[src/rtl/neuron_pkg.sv]
// Shared widths, FSM encoding and output clip limits for the neuron MAC sequencer.
package neuron_pkg;

    localparam int NM_DATA_W    = 16;
    localparam int NM_FRAC_BITS = 8;
    localparam int NM_ACC_W     = 40;

    typedef enum logic [1:0] {
        IDLE   = 2'd0,
        FETCH  = 2'd1,
        LAST   = 2'd2,
        RESULT = 2'd3
    } state_e;

    localparam logic signed [NM_DATA_W-1:0] SAT_MAX = {1'b0, {(NM_DATA_W-1){1'b1}}};
    localparam logic signed [NM_DATA_W-1:0] SAT_MIN = {1'b1, {(NM_DATA_W-1){1'b0}}};

endpackage

[src/rtl/neuron_mac_seq_if.sv]
// Request, weight/activation memory and result handshake bundle of one neuron.
interface neuron_mac_seq_if
    import neuron_pkg::*;
#(
    parameter int ADDR_W = 5,
    parameter int DATA_W = NM_DATA_W
);
    logic              start;
    logic              busy;
    logic [ADDR_W-1:0] mem_addr;
    logic              mem_en;
    logic              mem_we;
    logic              x_en;
    logic [DATA_W-1:0] w_do;
    logic [DATA_W-1:0] x_data;
    logic [DATA_W-1:0] out_data;
    logic              out_valid;
    logic              out_ready;
    logic              sat;

    // slave = the neuron; master = controller, memories and downstream layer
    modport slave (
        input  start, w_do, x_data, out_ready,
        output busy, mem_addr, mem_en, mem_we, x_en, out_data, out_valid, sat
    );
    modport master (
        output start, w_do, x_data, out_ready,
        input  busy, mem_addr, mem_en, mem_we, x_en, out_data, out_valid, sat
    );
endinterface

[src/rtl/neuron_round_sat.sv]
// Round-half-up, saturate and (with NEURON_MAC_RELU_EN defined) rectify the accumulator.
module neuron_round_sat
    import neuron_pkg::*;
#(
    parameter int ACC_W     = NM_ACC_W,
    parameter int DATA_W    = NM_DATA_W,
    parameter int FRAC_BITS = NM_FRAC_BITS
) (
    input  logic signed [ACC_W-1:0] acc_i,
    output logic [DATA_W-1:0]       res_o,
    output logic                    sat_o
);
    localparam logic signed [ACC_W-1:0] HALF = ACC_W'(1) <<< (FRAC_BITS - 1);

    logic signed [ACC_W-1:0] rnd;
    logic signed [ACC_W-1:0] r;
    logic [DATA_W-1:0]       clip;

    assign rnd = acc_i + HALF;
    assign r   = rnd >>> FRAC_BITS;

    // r fits iff every bit above the output sign bit matches it
    assign sat_o = !((&r[ACC_W-1:DATA_W-1]) || !(|r[ACC_W-1:DATA_W-1]));
    assign clip  = sat_o ? (r[ACC_W-1] ? SAT_MIN : SAT_MAX) : r[DATA_W-1:0];

`ifdef NEURON_MAC_RELU_EN
    assign res_o = clip[DATA_W-1] ? '0 : clip;
`else
    assign res_o = clip;
`endif

endmodule

[src/rtl/neuron_mac_seq.sv]
// Single-neuron MAC sequencer: walks N_IN weight/input pairs plus a bias word, then emits one activation.
module neuron_mac_seq
    import neuron_pkg::*;
#(
    parameter int N_IN      = 27,
    parameter int ADDR_W    = 5,
    parameter int DATA_W    = NM_DATA_W,
    parameter int FRAC_BITS = NM_FRAC_BITS,
    parameter int ACC_W     = NM_ACC_W
) (
    input  logic           CLK,
    input  logic           RST_N,
    neuron_mac_seq_if.slave bus
);
    localparam logic [ADDR_W-1:0] BIAS_A = ADDR_W'(N_IN);

    state_e                  state_q, state_d;
    logic [ADDR_W-1:0]       addr_q, addr_d;
    logic                    mem_en_q, mem_en_d;
    logic                    x_en_q, x_en_d;
    logic                    busy_q, busy_d;
    logic                    out_valid_q, out_valid_d;
    logic                    sat_q, sat_d;
    logic [DATA_W-1:0]       out_q, out_d;
    logic signed [ACC_W-1:0] acc_q, acc_d;

    logic signed [2*DATA_W-1:0] prod;
    logic signed [ACC_W-1:0]    prod_ext;
    logic signed [ACC_W-1:0]    bias_ext;
    logic [DATA_W-1:0]          rs_res;
    logic                       rs_sat;

    assign prod     = $signed(bus.w_do) * $signed(bus.x_data);
    assign prod_ext = ACC_W'(prod);
    assign bias_ext = ACC_W'($signed(bus.w_do)) <<< FRAC_BITS;

    neuron_round_sat #(.ACC_W(ACC_W), .DATA_W(DATA_W), .FRAC_BITS(FRAC_BITS)) u_rs (
        .acc_i (acc_q),
        .res_o (rs_res),
        .sat_o (rs_sat)
    );

    always_ff @(posedge CLK) begin
        if (!RST_N) state_q <= IDLE;
        else        state_q <= state_d;
    end

    always_comb begin
        state_d = state_q;
        unique case (state_q)
            IDLE:    if (bus.start) state_d = FETCH;
            FETCH:   if (addr_q == BIAS_A) state_d = LAST;
            LAST:    state_d = RESULT;
            RESULT:  if (out_valid_q && bus.out_ready) state_d = IDLE;
            default: state_d = IDLE;
        endcase
    end

    // Read data at each edge belongs to the address held during the preceding cycle.
    always_comb begin
        acc_d       = acc_q;
        addr_d      = addr_q;
        mem_en_d    = mem_en_q;
        x_en_d      = x_en_q;
        busy_d      = busy_q;
        out_valid_d = out_valid_q;
        sat_d       = sat_q;
        out_d       = out_q;
        unique case (state_q)
            IDLE: if (bus.start) begin
                acc_d    = '0;
                addr_d   = '0;
                mem_en_d = 1'b1;
                x_en_d   = (BIAS_A != '0);
                busy_d   = 1'b1;
            end
            FETCH: if (addr_q != BIAS_A) begin
                acc_d  = acc_q + prod_ext;
                addr_d = addr_q + 1'b1;
                x_en_d = ((addr_q + 1'b1) != BIAS_A);
            end
            LAST: begin
                acc_d    = acc_q + bias_ext;
                mem_en_d = 1'b0;
            end
            RESULT: begin
                if (!out_valid_q) begin
                    out_d       = rs_res;
                    sat_d       = rs_sat;
                    out_valid_d = 1'b1;
                end else if (bus.out_ready) begin
                    out_valid_d = 1'b0;
                    busy_d      = 1'b0;
                end
            end
            default: ;
        endcase
    end

    always_ff @(posedge CLK) begin
        if (!RST_N) begin
            acc_q       <= '0;
            addr_q      <= '0;
            mem_en_q    <= 1'b0;
            x_en_q      <= 1'b0;
            busy_q      <= 1'b0;
            out_valid_q <= 1'b0;
            sat_q       <= 1'b0;
            out_q       <= '0;
        end else begin
            acc_q       <= acc_d;
            addr_q      <= addr_d;
            mem_en_q    <= mem_en_d;
            x_en_q      <= x_en_d;
            busy_q      <= busy_d;
            out_valid_q <= out_valid_d;
            sat_q       <= sat_d;
            out_q       <= out_d;
        end
    end

    assign bus.busy      = busy_q;
    assign bus.mem_addr  = addr_q;
    assign bus.mem_en    = mem_en_q;
    assign bus.mem_we    = 1'b0;
    assign bus.x_en      = x_en_q;
    assign bus.out_data  = out_q;
    assign bus.out_valid = out_valid_q;
    assign bus.sat       = sat_q;

endmodule

[src/flat_wrapper.sv]
// flat-port wrapper written by rule: the top's interface ports become plain ports
module neuron_mac_seq_flat import neuron_pkg::*;
#(
    parameter int N_IN      = 27,
    parameter int ADDR_W    = 5,
    parameter int DATA_W    = NM_DATA_W,
    parameter int FRAC_BITS = NM_FRAC_BITS,
    parameter int ACC_W     = NM_ACC_W
)
  (CLK, RST_N, bus_start, bus_w_do, bus_x_data, bus_out_ready, bus_busy, bus_mem_addr, bus_mem_en, bus_mem_we, bus_x_en, bus_out_data, bus_out_valid, bus_sat);
  neuron_mac_seq_if #(.ADDR_W(ADDR_W), .DATA_W(DATA_W)) bus_i ();
  input  logic CLK;
  input  logic RST_N;
  input wire logic [$bits(bus_i.start)-1:0] bus_start;
  input wire logic [$bits(bus_i.w_do)-1:0] bus_w_do;
  input wire logic [$bits(bus_i.x_data)-1:0] bus_x_data;
  input wire logic [$bits(bus_i.out_ready)-1:0] bus_out_ready;
  output wire logic [$bits(bus_i.busy)-1:0] bus_busy;
  output wire logic [$bits(bus_i.mem_addr)-1:0] bus_mem_addr;
  output wire logic [$bits(bus_i.mem_en)-1:0] bus_mem_en;
  output wire logic [$bits(bus_i.mem_we)-1:0] bus_mem_we;
  output wire logic [$bits(bus_i.x_en)-1:0] bus_x_en;
  output wire logic [$bits(bus_i.out_data)-1:0] bus_out_data;
  output wire logic [$bits(bus_i.out_valid)-1:0] bus_out_valid;
  output wire logic [$bits(bus_i.sat)-1:0] bus_sat;
  assign bus_i.start = bus_start;
  assign bus_i.w_do = bus_w_do;
  assign bus_i.x_data = bus_x_data;
  assign bus_i.out_ready = bus_out_ready;
  assign bus_busy = bus_i.busy;
  assign bus_mem_addr = bus_i.mem_addr;
  assign bus_mem_en = bus_i.mem_en;
  assign bus_mem_we = bus_i.mem_we;
  assign bus_x_en = bus_i.x_en;
  assign bus_out_data = bus_i.out_data;
  assign bus_out_valid = bus_i.out_valid;
  assign bus_sat = bus_i.sat;
  neuron_mac_seq #(.N_IN(N_IN), .ADDR_W(ADDR_W), .DATA_W(DATA_W), .FRAC_BITS(FRAC_BITS), .ACC_W(ACC_W)) u_core (.CLK(CLK), .RST_N(RST_N), .bus(bus_i));
endmodule
[config.mk]
export PLATFORM = sky130hd
export DESIGN_NAME = neuron_mac_seq_flat
export DESIGN_NICKNAME = d
export VERILOG_FILES = /design/src/rtl/neuron_pkg.sv /design/src/rtl/neuron_mac_seq_if.sv /design/src/rtl/neuron_round_sat.sv /design/src/rtl/neuron_mac_seq.sv /design/src/flat_wrapper.sv
export SDC_FILE = /design/constraint.sdc
export NUM_CORES = 1
export LEC_CHECK = 0
export CAP_MARGIN = 20
export CORE_MARGIN = 4
export CORE_UTILIZATION = 49
export CTS_BUF_LIST = sky130_fd_sc_hd__clkbuf_8
export DETAILED_ROUTE_END_ITERATION = 8
export PLACE_DENSITY = 0.72
export SLEW_MARGIN = 20
export SYNTH_ARGS = -nofsm -noshare
export SYNTH_HDL_FRONTEND = slang
export SYNTH_SLANG_ARGS = --single-unit
[constraint.sdc]
create_clock -name CLK -period 10.93 [get_ports CLK]
set_clock_uncertainty 0.05 [all_clocks]
set_input_delay 3.279 -clock CLK [delete_from_list [all_inputs] [get_ports CLK]]
set_output_delay 3.279 -clock CLK [all_outputs]
set_load 0.02 [all_outputs]
# --- After elaboration in Yosys (flattened, before gate mapping) ---
# Cells that the tools add are included.
# Widths: inputs -> output; s select.
word_totals:
  rom_bits: 0
  output_inout_bits: 27
  input_bits: 36
  latch_bits: 0
  reg_bits: 68
  ram_bits: 0
  elab_cells: 65
  memories: 0
classes:
  mux: 21
  div: 0
  bitwise_logic: 1
  n_addsub: 4
  n_reduce_logical: 17
  eq_ne: 12
  n_mul: 1
  shifts: 0
  magnitude_cmp: 0
op_table:
  columns: ["cell", "count"]
  rows:
  - ["$pmux 40 s3", 1]
  - ["$mux 40", 2]
  - ["$add 40x24->40", 1]
  - ["$add 40x32->40", 1]
  - ["$add 40x9->40 const B", 1]
  - ["$mul 16x16->32", 1]
  - ["$mux 16", 2]
  - ["$reduce_and 17->1", 1]
  - ["$reduce_or 17->1", 1]
  - ["$mux 5", 2]
  - ["$ne 5x5->1 const B", 2]
  - ["$pmux 5 s2", 1]
  - ["$reduce_and 3->1", 3]
  - ["$ne 2x1->1 const B", 4]
  - ["$pmux 2 s4", 1]
  - ["$mux 1", 6]
  - ["$mux 2", 3]
  - ["$pmux 1 s2", 3]
  - ["$reduce_bool 2->1", 3]
  - ["$add 5x1->5 const B", 1]
  - ["$eq 5x5->1 const B", 1]
  - ["$eq 2x2->1 const B", 2]
  - ["$ne 2x2->1 const B", 2]
  - ["$reduce_and 2->1", 2]
  - ["other kinds (8)", 9]

# --- Longest topological paths before layout ---
# Gate-level depths: netlist (run 1).
depth:
  ltp_word: 5
  mapped_depth: 25
  ltp_nobuf: 23

# --- By module ---
# Synthesis (run 1) repeated with hierarchy kept, for this count alone.
unflattened:
  hier_cells: 2084
  hier_area_um2: 18037.3
modules_own_cells:
  columns: ["mod", "cells_each", "seq_area_each_um2", "instances", "area_each_um2"]
  rows:
  - ["neuron_mac_seq", 1895, 1361.3, 1, 16781.1]
  - ["neuron_round_sat", 189, 0.0, 1, 1256.2]

# --- Worst setup path after synthesis (run 1) ---
# Ideal clock, no wire load.
synth_timing:
  path_kind: "in2reg"
  start: "in bus_w_do[15]"
  end: "reg u_core.acc_q[39]"
  setup_ns: 0.129
  stages: 25
  arrival_ns: 9.343
  required_time_ns: 10.751
  path_buffers: 3
  setup_slack_ns: 1.408
  cell_sequence: "clkbuf_1 clkbuf_1 nand2_1 fa_1 inv_1 fa_1 inv_1 fa_1 inv_1 fa_1 fa_1 inv_1 fa_1 inv_1 ha_1 clkbuf_1 nand3_1 nor2_1 nand3_1 a211oi_1 nor2_1 o31ai_1 a311oi_1 a211oi_1 nand3_1"
synth_via:
  elab_chain_cells: 4
  elab_cells_between_ends: 5
  cone_classes: "2 x add/sub; 1 x mul; 2 x mux"
synth_lines:
  columns: ["item", "line_no", "rtl"]
  rows:
  - ["start, declared", "flat_wrapper.sv:15", "input wire logic [$bits(bus_i.w_do)-1:0] bus_w_do;"]
  - ["$mul 16x16->32", "neuron_mac_seq.sv:33", "assign prod = $signed(bus.w_do) * $signed(bus.x_data);"]
  - ["$add 40x32->40", "neuron_mac_seq.sv:78", "acc_d = acc_q + prod_ext;"]
  - ["$mux 40", "neuron_mac_seq.sv:77", "FETCH: if (addr_q != BIAS_A) begin"]
  - ["$pmux 40 s3 (*)", "neuron_mac_seq.sv:69", "unique case (state_q)"]
  - ["end signal, assigned", "neuron_mac_seq.sv:102", "acc_q <= '0;"]
  - ["end signal, assigned", "neuron_mac_seq.sv:111", "acc_q <= acc_d;"]
  - ["end, declared", "neuron_mac_seq.sv:25", "logic signed [ACC_W-1:0] acc_q, acc_d;"]
# Mark *: on every way between the ends. The rest lies on a longest branch, timed or not. The select of a mux whose other input is x is not followed.
# A chain may end at the register's enable or synchronous reset.

# --- Worst setup path after layout (run 1) ---
layout_timing:
  start: "in bus_w_do[10]"
  end: "reg u_core.acc_q[39]"
# The elaborated chain is that of the path after synthesis.

==> flow_metrics.env, run 1 <==
export IMPL_area_growth_pct=7.39
export IMPL_dp_hpwl_um=35300
export IMPL_dieHeight_um=197
export IMPL_overflow=0
export IMPL_port_buffers=61
export IMPL_synth_simple_area_share_pct=16.1
export IMPL_cpPeakStageDelay_ps=1070
export IMPL_synth_edff_count=0
export IMPL_cts_tree="yes"
export IMPL_grt_antenna_before_repair=0
export IMPL_ant_nets=0
export IMPL_insertion_delay_ps=350
export IMPL_ys_seq_area_share_pct=7.79
export IMPL_final_seq_area_um2=1360
export IMPL_arrival_ps=10500
export IMPL_async_reset_ff_share_pct=0
export IMPL_finalCritPeriodShare_pct=94.4
export IMPL_grt_pass1_vias=14700
export IMPL_final_nets=2556
export IMPL_root_buffer="clkbuf_8"
export IMPL_rsz0062_at_grt="false"
export IMPL_h_tree_depth=3
export IMPL_initial_core_util_pct=50.1
export IMPL_worst_slack_ps=614
export IMPL_dpl_worst_slack_ps=129
export IMPL_post_cts_setup_buffer_count=0
export IMPL_first_pass_iters=5
export IMPL_drv_slew=0
export IMPL_clockBufferDepth=2
export IMPL_setup_worst_path_class="input pin to register"
export IMPL_vias_per_cell=5.53
export IMPL_grt_max_degree=32
export IMPL_fmax_mhz=96.9
export IMPL_finalNonFillerCells=2496
export IMPL_fin_setup_tns_ps=0
export IMPL_drive_gt1_share_pct=3.28
export IMPL_cp_data_required_time_ps=11120
export IMPL_cts_buffers=9
export IMPL_multiInputGateArea_um2=14200
export IMPL_avgSynthCellArea_um2=8.70
export IMPL_fin_hold_ws_ps=412
export IMPL_num_vias=13800
export IMPL_crit_path_frequent_cell="fa_1"
export IMPL_dp_cells=2480
export IMPL_io_pins=63
export IMPL_synth_area_um2=17500
export IMPL_synth_top_family_by_area="adder cells"
export IMPL_cp_start_kind="input pin"
export IMPL_coreArea_um2=34900
export IMPL_synthMuxAreaShare_pct=0.458
export IMPL_setup_violations=0
export IMPL_syn_inst=2007
export IMPL_r2r_setup_slack_ps=5150
export IMPL_syn_num_nets=2527
export IMPL_gp_congestion=0.932
export IMPL_finalCriticalPeriod_ps=10320
export IMPL_ys_ff_latch=68
export IMPL_fill_cells=3236
export IMPL_hold_viol=0
export IMPL_synth_ff_type="dfxtp_1"
export IMPL_hold_class="register to register"
export IMPL_drcViolationCount=0
export IMPL_cts_resized=0
export IMPL_worstPathCellList="clkdlybuf4s50_1 -> nand2_1 -> fa_1 -> inv_1 -> fa_1 -> inv_1 -> fa_1 -> inv_1 -> fa_1 -> fa_1 -> inv_1 -> fa_1 -> inv_1 -> ha_1 -> nand2_1 -> nor2_1 -> nand4_1 -> a211oi_1 -> buf_4 -> nor2_1 -> o31ai_1 -> a311oi_1 -> a211oi_1 -> nand3_1"
export IMPL_cts_hold_buf=0
export IMPL_die_w_um=197
export IMPL_worst_slew_pin_slew_ps=1100
export IMPL_worst_path_max_fanout=17
export IMPL_synth_compound_area_share_pct=11.7
export IMPL_clkSlewWorstSetupHoldPaths_ps=80
export IMPL_slew_headroom_pct=26.4
export IMPL_synth_xor_area_share_pct=4.31
export IMPL_slowest_stage="clkdlybuf4s50_1"
export IMPL_synth_adder_area_share_pct=48.9
export IMPL_synth_distinct_cells=74
export IMPL_grt_total_usage_pct=22.7
export IMPL_synth_warnings=0
export IMPL_die_area_um2=38700
export IMPL_wirelength_um=42200
export IMPL_status="complete, no violations"
export IMPL_rows=68
export IMPL_wl_per_cell_um=16.9
export IMPL_grt_pass1_wl_um=72100
export IMPL_crit_path_end_kind="register"
export IMPL_clock_sinks=68
export IMPL_drv_cap=0
export IMPL_drtIter0Drc=835
export IMPL_diodes=0
flip-flops by register name (all words and copies together) (netlist names):
| signal | flops |
|---|---|
| u_core.state_q | 2 |
| u_core.bus.mem_en | 1 |
| u_core.acc_q | 40 |
| u_core.bus.x_en | 1 |
| u_core.bus.out_valid | 1 |
| u_core.bus.mem_addr | 5 |
| u_core.bus.busy | 1 |
| u_core.bus.out_data | 16 |
| u_core.bus.sat | 1 |
layout by cell type, fill, tap and decap left out, types with 11 or more instances in the layout:
cell type / synthesis / final
nand4_1: 18 / 18
inv_1: 426 / 426
a31oi_1: 14 / 14
xnor2_1: 53 / 53
nor3_1: 20 / 20
o21ai_0: 51 / 51
a211oi_1: 17 / 17
fa_1: 331 / 331
a22oi_1: 19 / 19
a21oi_1: 78 / 78
xor2_1: 33 / 33
nand3_1: 48 / 48
nand2b_1: 11 / 11
a21o_1: 26 / 26
nand2_1: 203 / 203
o21a_1: 12 / 12
and2_1: 126 / 126
clkdlybuf4s50_1: 0 / 60
dfxtp_1: 68 / 68
ha_1: 153 / 153
and3_1: 11 / 11
buf_4: 2 / 24
nor2_1: 83 / 82
path summary, 6_finish.rpt:
kind,to,start,depth (start not counted)
max,u_core.acc_q[39]$_SDFFE_PN0P_,bus_w_do[10],24
min,u_core.acc_q[0]$_SDFFE_PN0P_,u_core.acc_q[0]$_SDFFE_PN0P_,2
max reg2reg,u_core.acc_q[39]$_SDFFE_PN0P_,u_core.acc_q[13]$_SDFFE_PN0P_,18
min reg2reg,u_core.acc_q[0]$_SDFFE_PN0P_,u_core.acc_q[0]$_SDFFE_PN0P_,2
critical path: cells and delay by family:
family / cells / cell delay, ps
compound gates: 4 / 1390
buf+inv: 7 / 1490
fa+ha+maj: 7 / 3440
simple gates: 6 / 890
cell usage after synthesis, drive strengths merged (11+ instances only):
library cell / n / share of area, %
a211oi: 18 / 0.80
a21o: 26 / 1.1
a21oi: 78 / 2.2
a22oi: 19 / 0.82
a31oi: 14 / 0.50
and2: 126 / 4.5
and3: 12 / 0.44
clkbuf: 57 / 1.2
dfxtp: 68 / 7.8
fa: 331 / 38
ha: 153 / 11
inv: 426 / 9.2
nand2: 203 / 4.4
nand2b: 11 / 0.39
nand3: 50 / 1.6
nand4: 18 / 0.64
nor2: 83 / 1.8
nor3: 20 / 0.57
o211ai: 19 / 1.1
o21a: 12 / 0.52
o21ai: 53 / 1.6
xnor2: 53 / 2.7
xor2: 33 / 1.7
layer usage:
layer,GRT usage [%],share of wire [%]
met1,29.4,41
met2,41.6,52
met3,2.03,4.6
met4,4.52,1.7
met5,0,0
logic make-up after synthesis:
| kind of cell | Yosys count |
|---|---|
| AO/OA/AOI/OAI | 302 |
| other | 1 |
| adder cells (fa/ha/maj) | 484 |
| multiplexers | 8 |
| flip-flops | 68 |
| buffers and inverters | 493 |
| XOR/XNOR | 86 |
| AND/OR/NAND/NOR | 565 |
stage by stage:
step                      cell area (um^2)  utilization, %
after floorplan                      17500               -
after global placement               18600            53.2
after detailed placement             18600            53.2
after CTS                            18800            53.8
after global routing                 18800            53.8
final                                18800            53.8
cell type report:
cell class,instances,area share [%]
multi-input cells,1446,75.9
well taps,455,3.03
clock buffers,9,0.660
inverters,426,8.52
clock inverters,7,0.400
repair buffers,85,4.23
flip-flops and latches,68,7.26
Power of run 1 is left out: the tool's default activity adds up to more than one toggle a clock period on the data nets, which glitch-free logic cannot reach.
==> run 2, diff against run 1 <==
--- a/config.mk
+++ b/config.mk
@@ -11,7 +11,6 @@
 export CTS_BUF_LIST = sky130_fd_sc_hd__clkbuf_8
 export DETAILED_ROUTE_END_ITERATION = 8
 export PLACE_DENSITY = 0.72
-export SLEW_MARGIN = 20
 export SYNTH_ARGS = -nofsm -noshare
 export SYNTH_HDL_FRONTEND = slang
 export SYNTH_SLANG_ARGS = --single-unit
==> run 2 against run 1 <==
Net effect:
- wire length shrank 0.20%
- final area is essentially flat
- flip-flop and latch count is the same
- critical endpoint unchanged
==> flow_metrics.env, run 2 (synthesis gave the netlist of run 1 again) <==
export IMPL_slew_headroom_pct=26.7
export IMPL_rsz0062_at_grt="false"
export IMPL_multiInputGateArea_um2=14200
export IMPL_ant_nets=0
export IMPL_overflow=0
export IMPL_regMostFlops="u_core.acc_q"
export IMPL_h_tree_depth=3
export IMPL_insertion_delay_ps=350
export IMPL_dp_hpwl_um=35300
export IMPL_final_seq_area_um2=1360
export IMPL_final_nets=2557
export IMPL_clkSlewWorstSetupHoldPaths_ps=80
export IMPL_first_pass_iters=5
export IMPL_rows=68
export IMPL_dieHeight_um=197
export IMPL_r2r_setup_slack_ps=5190
export IMPL_reg2reg_depth=18
export IMPL_drv_cap=0
export IMPL_fill_cells=3234
export IMPL_drcViolationCount=0
export IMPL_initial_core_util_pct=50.1
export IMPL_cp_start_kind="input pin"
export IMPL_diodes=0
export IMPL_grt_pass1_vias=14700
export IMPL_setup_violations=0
export IMPL_grt_pass1_wl_um=72100
export IMPL_fmax_mhz=97.6
export IMPL_fin_setup_tns_ps=0
export IMPL_drv_slew=0
export IMPL_cts_buffers=9
export IMPL_die_area_um2=38700
export IMPL_gp_congestion=0.932
export IMPL_finalNonFillerCells=2497
export IMPL_coreArea_um2=34900
export IMPL_fin_hold_ws_ps=411
export IMPL_min_path_cells=2
export IMPL_clockBufferDepth=2
export IMPL_io_pins=63
export IMPL_grt_total_usage_pct=22.7
export IMPL_area_growth_pct=7.42
export IMPL_port_buffers=61
export IMPL_hold_class="register to register"
export IMPL_worst_slack_ps=686
export IMPL_status="complete, no violations"
export IMPL_worst_slew_pin_slew_ps=1100
export IMPL_die_w_um=197
export IMPL_layout_common_cells="inv_1, fa_1, nand2_1"
export IMPL_arrival_ps=10430
export IMPL_largest_reg_flops=40
export IMPL_clock_sinks=68
export IMPL_drtIter0Drc=825
export IMPL_grtUsageMet2_pct=41.6
export IMPL_worst_hold_path_endpoint="u_core.acc_q[0]$_SDFFE_PN0P_"
export IMPL_reg2reg_from="u_core.acc_q[13]$_SDFFE_PN0P_"
export IMPL_vias_per_cell=5.51
export IMPL_hold_viol=0
export IMPL_finalCriticalPeriod_ps=10240
export IMPL_root_buffer="clkbuf_8"
export IMPL_dp_cells=2480
export IMPL_drive_gt1_share_pct=3.28
export IMPL_setup_worst_path_class="input pin to register"
export IMPL_busiest_layer="met2"
export IMPL_finalCritPeriodShare_pct=93.7
export IMPL_worst_path_max_fanout=14
export IMPL_num_vias=13700
export IMPL_post_cts_setup_buffer_count=0
export IMPL_cp_data_required_time_ps=11120
export IMPL_grt_max_degree=32
export IMPL_cts_tree="yes"
export IMPL_dpl_worst_slack_ps=129
export IMPL_worstHoldStart="u_core.acc_q[0]$_SDFFE_PN0P_"
export IMPL_grtUsageMet3_pct=2.03
export IMPL_crit_path_end_kind="register"
export IMPL_timing_rr_end="u_core.acc_q[39]$_SDFFE_PN0P_"
export IMPL_grt_antenna_before_repair=0
export IMPL_wirelength_um=42100
export IMPL_wl_per_cell_um=16.8
export IMPL_globalRouteMet1Util_pct=29.4
export IMPL_final_common_cell="inv_1"
-- run 2: cell types whose count changed in the layout (fill, tap and decap cells not counted) --
cell,change
nor2_1,+1
nor2_2,-1
buf_4,+1
-- run 2: layout make-up --
| type | count | share of cell area, % |
|---|---|---|
| Inverter | 426 | 8.52 |
| Tap cell | 455 | 3.03 |
| Sequential cell | 68 | 7.25 |
| Clock inverter | 7 | 0.400 |
| Timing Repair Buffer | 86 | 4.27 |
| Multi-Input combinational cell | 1446 | 75.9 |
| Clock buffer | 9 | 0.660 |
-- run 2: routing by layer --
metal	part of all wire [%]	up-vias
met5	0	-
li1	-	6409
met3	4.8	70
met1	41	6898
met4	1.8	0
met2	52	372
-- run 2: how the worst max path moves through the flow --
stage | depth (start not counted) | from | end
finish | 24 | bus_w_do[13] | u_core.acc_q[39]$_SDFFE_PN0P_
detailed placement | 24 | bus_w_do[15] | u_core.acc_q[39]$_SDFFE_PN0P_
global route | 24 | bus_x_data[4] | u_core.acc_q[39]$_SDFFE_PN0P_
floorplan | 25 | bus_w_do[15] | u_core.acc_q[39]$_SDFFE_PN0P_
CTS | 24 | bus_w_do[15] | u_core.acc_q[39]$_SDFFE_PN0P_
global placement | 24 | bus_w_do[15] | u_core.acc_q[39]$_SDFFE_PN0P_
-- run 2: critical path, stage by stage --
cell and delay [ps]:
clkdlybuf4s50_1 960, nand2_1 190, fa_1 570, inv_1 60
fa_1 530, inv_1 50, fa_1 490, inv_1 50
fa_1 500, fa_1 550, inv_1 50, fa_1 530
inv_1 40, ha_1 310, nand2_1 80, nor2_1 160
nand4_1 310, a211oi_1 420, buf_4 180, nor2_1 60
o31ai_1 500, a311oi_1 180, a211oi_1 270, nand3_1 90
-- run 2: through the flow --
stage,area [um^2],util [%]
finish,18800,53.8
floorplan,17500,-
CTS,18800,53.8
detailed placement,18600,53.2
global placement,18600,53.2
global route,18800,53.8
-- run 2: repair_timing --
action | CTS | global route
gates resized for setup | 0 | 1
endpoints found under the setup margin | 0 | 1
endpoints found under the hold margin | 0 | 0
hold buffers | 0 | 0
Power of run 2 is left out for the same reason.
